`src/rtl/e203_lsu_pkg.sv`:
```
// Shared definitions for the LSU region router: ICB size codes, outstanding-entry
// field widths and the load alignment/extension helper.
package e203_lsu_pkg;

    localparam int unsigned XLEN   = 32;
    localparam int unsigned SIZE_W = 2;
    localparam int unsigned OFS_W  = 2;

    typedef enum logic [SIZE_W-1:0] {
        SizeByte = 2'd0,
        SizeHalf = 2'd1,
        SizeWord = 2'd2
    } icb_size_e;

    // Index width needed to name one of ntgt targets (at least one bit).
    function automatic int unsigned tgt_idx_w(input int unsigned ntgt);
        return (ntgt > 1) ? $clog2(ntgt) : 1;
    endfunction

    // Align the returned word to the access offset, then zero/sign extend.
    function automatic logic [XLEN-1:0] load_extend(input logic [XLEN-1:0] rdata,
                                                    input logic [OFS_W-1:0] ofs,
                                                    input logic [SIZE_W-1:0] size,
                                                    input logic usign);
        logic [XLEN-1:0] sh;
        logic [XLEN-1:0] res;
        sh = rdata >> {ofs, 3'b000};
        case (size)
            SizeByte: res = {{24{sh[7] & ~usign}}, sh[7:0]};
            SizeHalf: res = {{16{sh[15] & ~usign}}, sh[15:0]};
            default:  res = sh;
        endcase
        return res;
    endfunction

endpackage

```
`src/rtl/e203_lsu_otf_fifo.sv`:
```
// Generic synchronous FIFO tracking in-flight LSU transactions. Pointers wrap
// modulo DEPTH, so non-power-of-two depths are supported.
module e203_lsu_otf_fifo #(
    parameter int unsigned WIDTH = 8,
    parameter int unsigned DEPTH = 2
) (
    input  logic                       clk,
    input  logic                       rst_n,
    input  logic                       push,
    input  logic [WIDTH-1:0]           wdata,
    input  logic                       pop,
    output logic [WIDTH-1:0]           rdata,
    output logic                       full,
    output logic                       empty,
    output logic [$clog2(DEPTH+1)-1:0] count
);

    localparam int unsigned PTR_W = (DEPTH > 1) ? $clog2(DEPTH) : 1;
    localparam int unsigned CNT_W = $clog2(DEPTH + 1);

    logic [WIDTH-1:0] mem_q [DEPTH];
    logic [WIDTH-1:0] mem_d [DEPTH];
    logic [PTR_W-1:0] wptr_q, wptr_d, rptr_q, rptr_d;
    logic [CNT_W-1:0] count_q, count_d;
    logic             push_ok, pop_ok;

    function automatic logic [PTR_W-1:0] ptr_inc(input logic [PTR_W-1:0] p);
        return (p == PTR_W'(DEPTH - 1)) ? '0 : p + 1'b1;
    endfunction

    assign full    = (count_q == CNT_W'(DEPTH));
    assign empty   = (count_q == '0);
    assign count   = count_q;
    assign rdata   = mem_q[rptr_q];
    assign push_ok = push & ~full;
    assign pop_ok  = pop & ~empty;

    // Next-state for storage, pointers and occupancy.
    always_comb begin
        mem_d  = mem_q;
        wptr_d = wptr_q;
        rptr_d = rptr_q;
        count_d = count_q;
        if (push_ok) begin
            mem_d[wptr_q] = wdata;
            wptr_d        = ptr_inc(wptr_q);
        end
        if (pop_ok) begin
            rptr_d = ptr_inc(rptr_q);
        end
        case ({push_ok, pop_ok})
            2'b10:   count_d = count_q + 1'b1;
            2'b01:   count_d = count_q - 1'b1;
            default: count_d = count_q;
        endcase
    end

    // State registers; reset discards every entry.
    always_ff @(posedge clk or negedge rst_n) begin
        if (!rst_n) begin
            mem_q   <= '{default: '0};
            wptr_q  <= '0;
            rptr_q  <= '0;
            count_q <= '0;
        end else begin
            mem_q   <= mem_d;
            wptr_q  <= wptr_d;
            rptr_q  <= rptr_d;
            count_q <= count_d;
        end
    end

endmodule

```
`src/rtl/e203_lsu_rgn_router.sv`:
```
// LSU region router: decodes AGU commands onto NTGT ICB targets and returns
// responses strictly in order to the AGU or to the write-back port.
module e203_lsu_rgn_router
    import e203_lsu_pkg::*;
#(
    parameter int unsigned NTGT      = 3,
    parameter int unsigned OTF_DEPTH = 2,
    parameter int unsigned AW        = 32,
    parameter int unsigned ITAG_W    = 1
) (
    input  logic                 clk,
    input  logic                 rst_n,
    input  logic [NTGT*AW-1:0]   tgt_rgn_base,
    input  logic [NTGT*AW-1:0]   tgt_rgn_mask,
    output logic                 lsu_active,
    input  logic                 agu_icb_cmd_valid,
    output logic                 agu_icb_cmd_ready,
    input  logic [AW-1:0]        agu_icb_cmd_addr,
    input  logic                 agu_icb_cmd_read,
    input  logic [31:0]          agu_icb_cmd_wdata,
    input  logic [3:0]           agu_icb_cmd_wmask,
    input  logic                 agu_icb_cmd_lock,
    input  logic                 agu_icb_cmd_excl,
    input  logic [1:0]           agu_icb_cmd_size,
    input  logic                 agu_icb_cmd_back2agu,
    input  logic                 agu_icb_cmd_usign,
    input  logic [ITAG_W-1:0]    agu_icb_cmd_itag,
    output logic                 agu_icb_rsp_valid,
    input  logic                 agu_icb_rsp_ready,
    output logic                 agu_icb_rsp_err,
    output logic                 agu_icb_rsp_excl_ok,
    output logic [31:0]          agu_icb_rsp_rdata,
    output logic                 lsu_o_valid,
    input  logic                 lsu_o_ready,
    output logic [31:0]          lsu_o_wbck_wdat,
    output logic [ITAG_W-1:0]    lsu_o_wbck_itag,
    output logic                 lsu_o_wbck_err,
    output logic                 lsu_o_cmt_ld,
    output logic                 lsu_o_cmt_st,
    output logic                 lsu_o_cmt_buserr,
    output logic [AW-1:0]        lsu_o_cmt_badaddr,
    output logic [NTGT-1:0]      tgt_icb_cmd_valid,
    input  logic [NTGT-1:0]      tgt_icb_cmd_ready,
    output logic [NTGT*AW-1:0]   tgt_icb_cmd_addr,
    output logic [NTGT-1:0]      tgt_icb_cmd_read,
    output logic [NTGT-1:0]      tgt_icb_cmd_lock,
    output logic [NTGT-1:0]      tgt_icb_cmd_excl,
    output logic [NTGT*32-1:0]   tgt_icb_cmd_wdata,
    output logic [NTGT*4-1:0]    tgt_icb_cmd_wmask,
    output logic [NTGT*2-1:0]    tgt_icb_cmd_size,
    input  logic [NTGT-1:0]      tgt_icb_rsp_valid,
    output logic [NTGT-1:0]      tgt_icb_rsp_ready,
    input  logic [NTGT-1:0]      tgt_icb_rsp_err,
    input  logic [NTGT-1:0]      tgt_icb_rsp_excl_ok,
    input  logic [NTGT*32-1:0]   tgt_icb_rsp_rdata
);

    localparam int unsigned SEL_W = tgt_idx_w(NTGT);
    localparam int unsigned CNT_W = $clog2(OTF_DEPTH + 1);

    typedef struct packed {
        logic [SEL_W-1:0]  sel;
        logic              back2agu;
        logic              usign;
        logic [SIZE_W-1:0] size;
        logic [OFS_W-1:0]  ofs;
        logic              read;
        logic [ITAG_W-1:0] itag;
        logic [AW-1:0]     addr;
    } otf_entry_t;

    logic [SEL_W-1:0] sel;
    otf_entry_t       push_entry, head;
    logic             fifo_full, fifo_empty, push, pop;
    logic [CNT_W-1:0] fifo_count;
    logic             head_valid, head_err, head_excl_ok, dest_ready;
    logic [31:0]      head_rdata;

    // Lowest matching programmable region wins; no match falls to the default target.
    always_comb begin
        sel = SEL_W'(NTGT - 1);
        for (int i = int'(NTGT) - 2; i >= 0; i--) begin
            if ((agu_icb_cmd_addr & tgt_rgn_mask[i*AW +: AW]) ==
                (tgt_rgn_base[i*AW +: AW] & tgt_rgn_mask[i*AW +: AW])) begin
                sel = SEL_W'(i);
            end
        end
    end

    // Command path: payload broadcast, valid steered to the decoded target only.
    always_comb begin
        agu_icb_cmd_ready = 1'b0;
        for (int i = 0; i < int'(NTGT); i++) begin
            tgt_icb_cmd_valid[i] = agu_icb_cmd_valid & (sel == SEL_W'(i));
            if (sel == SEL_W'(i)) agu_icb_cmd_ready = tgt_icb_cmd_ready[i] & ~fifo_full;
        end
    end

    assign tgt_icb_cmd_addr  = {NTGT{agu_icb_cmd_addr}};
    assign tgt_icb_cmd_read  = {NTGT{agu_icb_cmd_read}};
    assign tgt_icb_cmd_lock  = {NTGT{agu_icb_cmd_lock}};
    assign tgt_icb_cmd_excl  = {NTGT{agu_icb_cmd_excl}};
    assign tgt_icb_cmd_wdata = {NTGT{agu_icb_cmd_wdata}};
    assign tgt_icb_cmd_wmask = {NTGT{agu_icb_cmd_wmask}};
    assign tgt_icb_cmd_size  = {NTGT{agu_icb_cmd_size}};

    assign push = agu_icb_cmd_valid & agu_icb_cmd_ready;

    assign push_entry = '{
        sel:      sel,
        back2agu: agu_icb_cmd_back2agu,
        usign:    agu_icb_cmd_usign,
        size:     agu_icb_cmd_size,
        ofs:      agu_icb_cmd_addr[1:0],
        read:     agu_icb_cmd_read,
        itag:     agu_icb_cmd_itag,
        addr:     agu_icb_cmd_addr
    };

    e203_lsu_otf_fifo #(
        .WIDTH ($bits(otf_entry_t)),
        .DEPTH (OTF_DEPTH)
    ) u_otf_fifo (
        .clk   (clk),
        .rst_n (rst_n),
        .push  (push),
        .wdata (push_entry),
        .pop   (pop),
        .rdata (head),
        .full  (fifo_full),
        .empty (fifo_empty),
        .count (fifo_count)
    );

    assign dest_ready = head.back2agu ? agu_icb_rsp_ready : lsu_o_ready;

    // Response path: only the head entry's target may hand over a response.
    always_comb begin
        head_valid   = 1'b0;
        head_err     = 1'b0;
        head_excl_ok = 1'b0;
        head_rdata   = '0;
        for (int i = 0; i < int'(NTGT); i++) begin
            tgt_icb_rsp_ready[i] = ~fifo_empty & (head.sel == SEL_W'(i)) & dest_ready;
            if (head.sel == SEL_W'(i)) begin
                head_valid   = ~fifo_empty & tgt_icb_rsp_valid[i];
                head_err     = tgt_icb_rsp_err[i];
                head_excl_ok = tgt_icb_rsp_excl_ok[i];
                head_rdata   = tgt_icb_rsp_rdata[i*32 +: 32];
            end
        end
    end

    assign pop = head_valid & dest_ready;

    assign agu_icb_rsp_valid   = head_valid & head.back2agu;
    assign agu_icb_rsp_err     = head_err;
    assign agu_icb_rsp_excl_ok = head_excl_ok;
    assign agu_icb_rsp_rdata   = head_rdata;

    assign lsu_o_valid       = head_valid & ~head.back2agu;
    assign lsu_o_wbck_wdat   = head.read ? load_extend(head_rdata, head.ofs, head.size, head.usign)
                                         : '0;
    assign lsu_o_wbck_itag   = head.itag;
    assign lsu_o_wbck_err    = head_err;
    assign lsu_o_cmt_buserr  = head_err;
    assign lsu_o_cmt_ld      = head.read;
    assign lsu_o_cmt_st      = ~head.read;
    assign lsu_o_cmt_badaddr = head.addr;

    assign lsu_active = agu_icb_cmd_valid | ~fifo_empty;

    // Default-target region registers are not decoded; occupancy is informational.
    logic unused_sigs;
    assign unused_sigs = ^{tgt_rgn_base[(NTGT-1)*AW +: AW], tgt_rgn_mask[(NTGT-1)*AW +: AW],
                           fifo_count};

endmodule

```
`config.mk`:
```
export PLATFORM = sky130hd
export DESIGN_NAME = e203_lsu_rgn_router
export DESIGN_NICKNAME = d
export VERILOG_FILES = /design/src/rtl/e203_lsu_pkg.sv /design/src/rtl/e203_lsu_otf_fifo.sv /design/src/rtl/e203_lsu_rgn_router.sv
export SDC_FILE = /design/constraint.sdc
export NUM_CORES = 1
export LEC_CHECK = 0
export ABC_AREA = 1
export BUFFER_PORTS_ARGS = -buffer_cell sky130_fd_sc_hd__buf_2
export CORE_AREA = 10 10 271 273
export CTS_BUF_LIST = sky130_fd_sc_hd__clkbuf_16
export DETAILED_ROUTE_END_ITERATION = 10
export DIE_AREA = 0 0 281 283
export PLACE_DENSITY = 0.47
export SLEW_MARGIN = 40
export SYNTH_ARGS = -nofsm -noshare
export SYNTH_HDL_FRONTEND = slang
export SYNTH_HIERARCHICAL = 1
export SYNTH_SLANG_ARGS = --single-unit
```
`constraint.sdc`:
```
create_clock -name clk -period 3.5 [get_ports clk]
set_clock_uncertainty 0.1 [all_clocks]
set_input_delay 0.175 -clock clk [delete_from_list [all_inputs] [get_ports clk]]
set_output_delay 0.175 -clock clk [all_outputs]
set_load 0.01 [all_outputs]
```
==> flow_summary_export.csv, run 1 <==
group,metric,value,unit
synthesis,syn_inst,1534,
synthesis,synthArstFlopShare,100,%
setup_path,worst_path_max_delay_cell,"dfrtp_2",
route,detail_route.wl_per_cell,20.3,microns
final_layout,areaGrowthSynthToFinish,25.1,%
route,num_vias,10505,
global_route,antenna_found_initial,14,
setup_path,critical_path.max_fanout,16,
placement,detailedPlacementHpwl,45.8,mm
global_route,global_route_wire_length_before_repair,75.8,mm
synthesis,yosysWarnings,6,
setup_path,worst_path_most_repeated_cell,"nand2_1",
synthesis,synth_top_cell_area_share,24.5,%
floorplan,effective_utilization_at_floorplan,13.6,%
timing,layout_worst_path_cycle_share,94.0,%
setup_path,timing_startpoint_of_the_critical_path,"u_otf_fifo/rptr_q$_DFFE_PN0P_",
cts,clkSinkCount,88,
setup_path,worst_setup_path_endpoint,"lsu_o_wbck_wdat[16]",
cts,cts_root_buffer,"clkbuf_16",
global_route,grt_remaining_overflow,0,
timing,max-slew-margin-rel,45.5,%
global_route,grt_usage,13.1,%
synthesis,ys.flop_type,"dfrtp_1",
route,detailed_route_wire_length,54.6,mm
setup_path,critPathLaunchType,"flip-flop",
setup_path,ff2ff_setup_slack,0.51,ns
synthesis,synth-seq-cells,88,
floorplan,dieWidth,281,microns
synthesis,synthDominantAreaCellType,"nand2_1",
setup_path,worstRegToRegCells,17,
worst_hold_path,worstHoldPathType,"in2reg",
route,postRouteAntennaNets,0,
synthesis,synthesis.area_per_instance,6.04,sq um
timing,worstMarginPinSlew,0.817,ns
floorplan,num_rows,96,
synthesis,post_synth_num_cell_types,35,
placement,routabilityCongestion,0.904,
timing,finalWorstPathRequiredPeriod,3.29,ns
route,first_pass_iters,5,
synthesis,net_count_synth,1916,
setup_path,critical_path.max_stage_delay,0.44,ns
timing,final.setup.tns,0,ns
synthesis,syn_area,9260,sq um
floorplan,die_area,79500,sq um
timing,final_hold_viol_count,0,
global_route,grt_start_max_net_pins,68,
setup_path,cp_data_required_time,3.22,ns
placement,placed_cells_incl_taps,2663,
final_layout,drive_gt1_share,32.6,%
global_route,grt_pass1_vias,11081,
setup_path,crit-reg2reg-capture,"u_otf_fifo/count[1]$_DFFE_PN0P_",
timing,timing.fmax,0.304,GHz
cts,cts.clk_slew.worst_paths,0.08,ns
synthesis,post_synth_edffs,0,
setup_path,cell_by_cell_trace_of_the_critical_path,"inv_2 -> nand2_1 -> nand2_2 -> buf_4 -> nor2_8 -> nand2_1 -> a21oi_2 -> nand2_1 -> o211ai_2 -> nand3_4 -> nand3_2 -> nand2_4 -> nor2_1 -> buf_2",
route,drt_iter0_markers,557,
floorplan,design.portCount,713,
synthesis,seq_area_frac_synth,23.8,%
run_status,run_status,"finished clean",
cts,clock_insertion_delay_worst_skew,0.36,ns
setup_path,worstReg2RegStart,"u_otf_fifo/rptr_q$_DFFE_PN0P_",
setup_path,worst-endpoint-arrival,3.01,ns
flow_run,cap_viol_max_count,0,
route,vias_per_cell,3.91,
setup_path,critical-path-top-delay-family,"simple AND/OR/NAND/NOR gates",
setup_path,critical_path_class,"reg2out",
setup_path,critical_path_depth,14,
setup_path,worst-path-buf-inv,3,
final_layout,finish.cell_count_without_fillers,2689,
power,p_leak,6.76,nW
cts,max-clock-path-buffers,2,
floorplan,design.core.area,68100,sq um
timing,setup-violations-final,0,
timing,rsz0062_at_grt,"false",
power,ir_drop,0.000300,V
cts,numCtsBuffers,9,
cts,htree_num_levels,3,
final_layout,design.final.nets,2181,
route,post_detailed_route_drc_marker_count,0,
power,cellPowerDensity,792,nW/um^2
cts,cts_tree,"done",
placement,port-buffer-count,496,
synthesis,synth.most_common_cell,"nand2_1",
floorplan,dieHeight,283,microns
setup_path,timing.critical_path.to_type,"output pin",
timing,report.final.slew_viol_count,0,
synthesis,ys_top_cells_by_area,"nand2_1, dfrtp_1, buf_4",
synthesis,yosys-top-cells-count,"nand2_1, buf_4, inv_1",
timing repair:
action / in CTS / in global routing
hold endpoints to repair: 81 / 0
buffers inserted: 0 / 1
pin swaps: 0 / 0
gates resized for setup: 2 / 4
endpoints found under the setup margin: 16 / 26
hold buffers: 6 / 0
layout make-up:
| cell class | count | area (sq um) |
|---|---|---|
| fillers | 7979 | 56500 |
| multi-input cells | 1006 | 4490 |
| repair buffers | 542 | 2910 |
| flip-flops and latches | 88 | 2200 |
| well taps | 882 | 1100 |
| inverters | 152 | 578 |
| clock buffers | 9 | 225 |
| clock inverters | 7 | 72.6 |
| diodes | 3 | 7.51 |
metal layers:
metal	share of wire, %	routed length, microns	vias to the layer above	track usage, %
li1	-	-	5154	-
met2	49	26700	594	23.7
met1	38	20600	4625	13.6
met3	8.3	4520	130	3.55
met4	5.1	2810	2	6.72
met5	0.024	13	-	0
worst reg2reg max path, delay by kind of cell (launching register included):
family	cells	cell delay, ns
simple gates	8	1.01
buf+inv	7	0.83
flops	1	0.47
fa+ha+maj	1	0.31
compound gates	1	0.18
where the power goes:
| group | internal, mW | switching (mW) |
|---|---|---|
| Combinational | 1.99 | 4.39 |
| Sequential | 1.47 | 0.291 |
| Clock | 0.506 | 0.531 |
| Total | 3.97 | 5.21 |
layout by cell type (no fill, tap or decap), types with 2 or more instances in the layout:
master         instances
nand2_1              600
buf_2                495
inv_1                140
nand3_1              101
nor2_1                94
nand4_1               86
dfrtp_1               86
o21ai_0               36
buf_4                 36
a21oi_1               32
clkbuf_16              9
or2_2                  8
o211ai_1               7
nand2_2                6
o31ai_1                6
dlygate4sd3_1          6
inv_2                  5
o221ai_1               5
buf_12                 5
nand3b_1               4
clkinv_1               4
diode_2                3
nand3_4                3
nor2_8                 2
clkinvlp_4             2
o22ai_1                2
nand3_2                2
nand2_4                2
nor3_1                 2
inv_8                  2
inv_6                  2
dfrtp_2                2
metrics by stage:
stage,setup WS [ns],cell area (sq um),power (mW),utilization [%],hold slack (ns)
floorplan,0.908,9260,5.45,-,-0.221
global placement,0.375,11200,8.20,16.4,0.223
detailed placement,0.340,11200,8.23,16.4,0.00769
CTS,0.00350,11600,9.36,17.0,0.000760
global route,0.00122,11600,9.99,17.0,0.0246
finish,0.210,11600,9.17,17.0,0.0393
cell families after synthesis:
family | count (synthesis) | share of synthesized area (%)
and+or+nand+nor | 912 | 42.1
buffers and inverters | 440 | 28.1
AOI/OAI and AO/OA | 92 | 5.82
DFF | 88 | 23.8
xor gates and xnor gates | 1 | 0.0946
adders and majority gates | 1 | 0.135
sequential cells by signal, summed over array words and instances, names as in the netlist:
| name | count |
|---|---|
| u_otf_fifo/mem_q | 84 |
| u_otf_fifo/count | 2 |
| u_otf_fifo/rptr_q | 1 |
| u_otf_fifo/wptr_q | 1 |
how the worst min path moves through the flow:
stage | startpoint | end | slack [ns] | depth (start not counted)
after global routing | agu_icb_cmd_addr[12] | u_otf_fifo/mem_q[12]$_DFFE_PN0P_ | 0.02 | 3
after global placement | rst_n | u_otf_fifo/mem_q[52]$_DFFE_PN0P_ | 0.22 | 1
after CTS | agu_icb_cmd_addr[12] | u_otf_fifo/mem_q[54]$_DFFE_PN0P_ | 0.0008 | 3
after detailed placement | rst_n | u_otf_fifo/mem_q[54]$_DFFE_PN0P_ | 0.008 | 1
after floorplan | rst_n | u_otf_fifo/count[0]$_DFFE_PN0P_ | -0.22 | 0
final | agu_icb_cmd_addr[12] | u_otf_fifo/mem_q[54]$_DFFE_PN0P_ | 0.04 | 3
Power figures use the tool's default switching activity.
==> inputs of run 2 (changes only) <==
Clock period 3.5 ns to 3.74 ns, I/O delays scaled along.
==> flow_summary_export.csv, run 2 (synthesis gave the netlist of run 1 again) <==
group,metric,value,unit
run_status,run_status,"finished clean",
timing,final.setup.tns,0,ns
cts,numCtsBuffers,9,
cts,post_cts_buffers,0,
placement,routabilityCongestion,0.899,
cts,cts_tree,"done",
route,detailed_route_wire_length,54.9,mm
setup_path,worst-endpoint-arrival,3.18,ns
global_route,global_route_wire_length_before_repair,76.1,mm
route,detail_route.wl_per_cell,20.5,microns
setup_path,critical-path-top-delay-family,"simple AND/OR/NAND/NOR gates",
final_layout,largest_register,"u_otf_fifo/mem_q",
floorplan,design.core.area,68100,sq um
setup_path,cp_data_required_time,3.45,ns
cts,cts_root_buffer,"clkbuf_16",
power,p_leak,6.70,nW
global_route,grt_remaining_overflow,0,
placement,dpl_cell_area,11100,sq um
final_layout,finish.utilization,16.8,%
cts,clkSinkCount,88,
setup_path,critical_path.max_stage_delay,0.43,ns
timing,report.final.slew_viol_count,0,
cts,max-clock-path-buffers,2,
setup_path,worst-path-buf-inv,5,
final_layout,drive_gt1_share,32.1,%
final_layout,nFillCells,8036,
setup_path,worst_path_most_repeated_cell,"nand2_1",
floorplan,design.portCount,713,
final_layout,finish.cell_count_without_fillers,2679,
timing,final_hold_viol_count,0,
route,postRouteAntennaNets,0,
timing,setup-violations-final,0,
timing,rsz0062_at_grt,"false",
route,first_pass_iters,5,
floorplan,dieWidth,281,microns
floorplan,dieHeight,283,microns
setup_path,critical_path_class,"reg2out",
floorplan,die_area,79500,sq um
route,post_detailed_route_drc_marker_count,0,
final_layout,multiInputGateArea,4480,sq um
final_layout,areaGrowthSynthToFinish,23.6,%
final_layout,final-seq-area,2200,sq um
flow_run,cap_viol_max_count,0,
setup_path,worst_path_max_delay_cell,"dfrtp_2",
floorplan,effective_utilization_at_floorplan,13.6,%
timing,layout_worst_path_cycle_share,92.8,%
worst_hold_path,worstHoldPathType,"in2reg",
route,vias_per_cell,3.91,
global_route,grt_start_max_net_pins,65,
placement,port-buffer-count,496,
cts,clock_insertion_delay_worst_skew,0.37,ns
global_route,antenna_found_initial,12,
placement,placed_cells_incl_taps,2655,
final_layout,layout_common_cells,"nand2_1, buf_2, inv_1",
cts,cts.clk_slew.worst_paths,0.08,ns
setup_path,cell_by_cell_trace_of_the_critical_path,"inv_2 -> nand2_1 -> nand2_1 -> inv_4 -> nand2_2 -> clkinvlp_4 -> nand2_1 -> nand3_1 -> buf_4 -> a21oi_1 -> a21oi_1 -> buf_2",
final_layout,max_ffs_per_register,84,
power,ir_drop,0.000256,V
final_layout,finish.instance_area,11400,sq um
placement,detailedPlacementHpwl,45.8,mm
setup_path,critPathLaunchType,"flip-flop",
timing,max-slew-margin-rel,44.1,%
setup_path,critical_path.max_fanout,16,
global_route,grt_pass1_vias,10891,
timing,finalWorstPathRequiredPeriod,3.47,ns
floorplan,num_rows,96,
final_layout,design.final.nets,2172,
setup_path,timing.critical_path.to_type,"output pin",
timing,worstMarginPinSlew,0.839,ns
final_layout,layout_commonest_cell,"nand2_1",
route,drt_iter0_markers,475,
cts,htree_num_levels,3,
global_route,grt_usage,13.2,%
power,cellPowerDensity,738,nW/um^2
timing,timing.fmax,0.288,GHz
route,num_vias,10479,
==> run 2: cell types whose count changed in the layout (fill, tap and decap cells not counted), sizes merged <==
cell      previous run  this run
buf                536       527
clkinvlp             2         1
diode                3         2
inv                150       151
==> run 2: final cells by class <==
class                           count  share of cell area (%)
Timing Repair Buffer              533                    24.4
Tap cell                          882                    9.64
Multi-Input combinational cell   1006                    39.1
Inverter                          152                    5.05
Clock buffer                        9                    1.97
Sequential cell                    88                    19.3
Antenna cell                        2                  0.0437
Clock inverter                      7                   0.536
==> run 2: final timing paths <==
kind / from / end / slack, ns / cells past startpoint
worst max-delay path: u_otf_fifo/rptr_q$_DFFE_PN0P_ / lsu_o_wbck_wdat[0] / 0.27 / 12
worst min-delay path: agu_icb_cmd_addr[6] / u_otf_fifo/mem_q[6]$_DFFE_PN0P_ / 0.04 / 3
worst max register to register: u_otf_fifo/rptr_q$_DFFE_PN0P_ / u_otf_fifo/count[1]$_DFFE_PN0P_ / 0.67 / 17
worst min register to register: u_otf_fifo/mem_q[80]$_DFFE_PN0P_ / u_otf_fifo/mem_q[80]$_DFFE_PN0P_ / 0.37 / 2
max in group asynchronous: rst_n / u_otf_fifo/mem_q[32]$_DFFE_PN0P_ / 2.58 / 3
min in group asynchronous: rst_n / u_otf_fifo/mem_q[3]$_DFFE_PN0P_ / 0.09 / 2
==> run 2: metrics by stage <==
stage	total power, mW	worst slack [ns]	hold WS [ns]
after floorplan	5.10	1.15	-0.209
after global placement	7.61	0.464	-0.0496
after detailed placement	7.60	0.454	-0.0494
after CTS	8.63	0.0470	0.00101
after global routing	9.22	0.0930	0.0112
final	8.45	0.269	0.0394
==> run 2: worst reg2reg max path, delay by kind of cell (launching register included) <==
kind,cells,cell delay [ns]
simple gates,10,1.31
flops,1,0.43
fa+ha+maj,1,0.31
buf+inv,6,0.83
==> run 2: per-layer routing <==
metal | track usage (%) | routed length [microns]
met5 | 0 | 21
met4 | 5.20 | 1980
met3 | 3.53 | 4310
met2 | 24.6 | 27800
met1 | 13.7 | 20800
==> run 2: power by group <==
part	total [mW]	internal, mW	switching (mW)
Sequential	1.64	1.38	0.266
Combinational	5.86	1.78	4.08
Clock	0.948	0.467	0.481
==> run 2: repair_timing <==
action / in CTS / in global routing
setup endpoints to repair: 0 / 26
gates resized for setup: 0 / 3
hold endpoints to repair: 88 / 0
hold buffers: 6 / 0
==> inputs of run 3 (changes only) <==
Settings changed: CTS_BUF_LIST sky130_fd_sc_hd__clkbuf_16 to not set.
==> flow_summary_export.csv, run 3 (synthesis gave the netlist of run 1 again) <==
group,metric,value,unit
global_route,grt_pass1_vias,10896,
power,p_leak,6.70,nW
placement,routabilityCongestion,0.899,
timing,final.setup.tns,0,ns
timing,timing.final.ws_setup,0.277,ns
flow_run,cap_viol_max_count,0,
global_route,antenna_found_initial,12,
final_layout,design.final.nets,2172,
power,cellPowerDensity,739,nW/um^2
timing,hold-worst-slack,0.0405,ns
floorplan,dieHeight,283,microns
power,power_report.internal_total,3.64,mW
setup_path,critPathLaunchType,"flip-flop",
cts,numCtsBuffers,9,
route,detail_route.wl_per_cell,20.5,microns
floorplan,die_area,79500,sq um
placement,preCtsSetupSlack,0.454,ns
run_status,run_status,"finished clean",
power,netSwitchingPower,4.83,mW
final_layout,layout_common_cells,"nand2_1, buf_2, inv_1",
global_route,grt-busiest-layer,"met2",
route,num_vias,10475,
final_layout,drive_gt1_share,32.1,%
final_layout,largest_register,"u_otf_fifo/mem_q",
global_route,global_route_wire_length_before_repair,76.1,mm
timing,finalWorstPathRequiredPeriod,3.46,ns
timing,worstMarginPinSlew,0.840,ns
timing,layout_worst_path_cycle_share,92.6,%
timing,report.final.slew_viol_count,0,
cts,htree_num_levels,3,
global_route,gr_util_met3,3.53,%
cts,max-clock-path-buffers,2,
power,p_seq_share,19.4,%
power,portion_of_total_power_attributed_to_the_clock_network,11.5,%
route,detailed_route_wire_length,54.9,mm
route,first_pass_iters,4,
cts,clkSinkCount,88,
setup_path,timing.critical_path.to_type,"output pin",
power,ir_drop,0.000256,V
setup_path,critical_path.max_stage_delay,0.43,ns
timing,timing.fmax,0.289,GHz
final_layout,areaGrowthSynthToFinish,23.7,%
final_layout,finish.utilization,16.8,%
global_route,grt_usage,13.2,%
power,combPwrFrac,69.1,%
final_layout,layout_commonest_cell,"nand2_1",
setup_path,worst_path_most_repeated_cell,"nand2_1",
floorplan,effective_utilization_at_floorplan,13.6,%
route,drt_iter0_markers,467,
floorplan,design.portCount,713,
setup_path,cp_data_required_time,3.45,ns
placement,port-buffer-count,496,
final_layout,finish.cell_count_without_fillers,2679,
setup_path,cell_by_cell_trace_of_the_critical_path,"inv_2 -> nand2_1 -> nand2_1 -> inv_4 -> nand2_2 -> clkinvlp_4 -> nand2_1 -> nand3_1 -> buf_4 -> a21oi_1 -> a21oi_1 -> buf_2",
global_route,grt_start_max_net_pins,65,
route,post_detailed_route_drc_marker_count,0,
setup_path,worst-endpoint-arrival,3.18,ns
floorplan,num_rows,96,
cts,cts_root_buffer,"clkbuf_16",
timing,rsz0062_at_grt,"false",
global_route,grt_remaining_overflow,0,
worst_hold_path,worstHoldPathType,"in2reg",
route,vias_per_cell,3.91,
setup_path,critical_path_class,"reg2out",
timing,setup-violations-final,0,
setup_path,worst_path_max_delay_cell,"dfrtp_2",
cts,post_cts_buffers,0,
setup_path,critical_path.max_fanout,16,
cts,cts.clk_slew.worst_paths,0.08,ns
timing,max-slew-margin-rel,44.0,%
power,sw_frac_of_total,57.0,%
floorplan,dieWidth,281,microns
placement,placed_cells_incl_taps,2655,
timing,final_hold_viol_count,0,
final_layout,max_ffs_per_register,84,
cts,clock_insertion_delay_worst_skew,0.37,ns
placement,detailedPlacementHpwl,45.8,mm
cts,cts_tree,"done",
route,postRouteAntennaNets,0,
global_route,globalRouteMet2Util,24.7,%
global_route,global_routing_met1_resource_utilization,13.7,%
floorplan,design.core.area,68100,sq um
## run 3: cell count changes in the layout (fill, tap and decap cells not counted)
| cell | before | now |
|---|---|---|
| clkbuf_8 | 0 | 1 |
| clkinv_1 | 5 | 4 |
## run 3: timing repair
item                                    in CTS  in global routing
gates resized for setup                      0                  3
hold buffers                                 6                  0
endpoints found under the setup margin       0                 26
endpoints found under the hold margin       88                  0
## run 3: path summary, 6_finish.rpt
path | from | end | slack [ns] | cells past startpoint
worst max register to register | u_otf_fifo/rptr_q$_DFFE_PN0P_ | u_otf_fifo/count[1]$_DFFE_PN0P_ | 0.67 | 17
worst max-delay path | u_otf_fifo/rptr_q$_DFFE_PN0P_ | lsu_o_wbck_wdat[0] | 0.28 | 12
worst min register to register | u_otf_fifo/mem_q[23]$_DFFE_PN0P_ | u_otf_fifo/mem_q[23]$_DFFE_PN0P_ | 0.37 | 2
worst min-delay path | agu_icb_cmd_addr[12] | u_otf_fifo/mem_q[12]$_DFFE_PN0P_ | 0.04 | 3
min in group asynchronous | rst_n | u_otf_fifo/mem_q[3]$_DFFE_PN0P_ | 0.09 | 2
max in group asynchronous | rst_n | u_otf_fifo/mem_q[32]$_DFFE_PN0P_ | 2.59 | 3
## run 3: critical path: cells and delay by family, from the launching register on
| family | cells | cell delay, ns |
|---|---|---|
| compound gates | 2 | 0.31 |
| buf+inv | 5 | 1.03 |
| flops | 1 | 0.43 |
| simple gates | 5 | 1.02 |
## run 3: through the flow
step           area (sq um)  total power, mW
4_1_cts               11400             8.65
2_1_floorplan          9260             5.10
6_report              11500             8.47
3_3_place_gp          11100             7.61
3_5_place_dp          11100             7.60
5_1_grt               11500             9.24
## run 3: cell type report
cell class	count	area, sq um
Fill cell	8034	56600
Multi-Input combinational cell	1006	4480
Timing Repair Buffer	533	2790
Sequential cell	88	2200
Tap cell	882	1100
Inverter	152	578
Clock buffer	10	239
Clock inverter	6	57.6
Antenna cell	2	5.00
## run 3: power by group through the flow
stage	registers, mW	logic, mW	clock network [mW]
floorplan	1.56	3.54	0
finish	1.64	5.85	0.972
global route	1.69	6.48	1.07
CTS	1.65	5.96	1.04
global placement	1.65	5.96	0
detailed placement	1.67	5.94	0
## run 3: layer usage
metal / wire (microns) / up-vias
li1: - / 5115
met2: 27900 / 582
met1: 20700 / 4669
met5: 21 / -
met3: 4280 / 105
met4: 1980 / 4
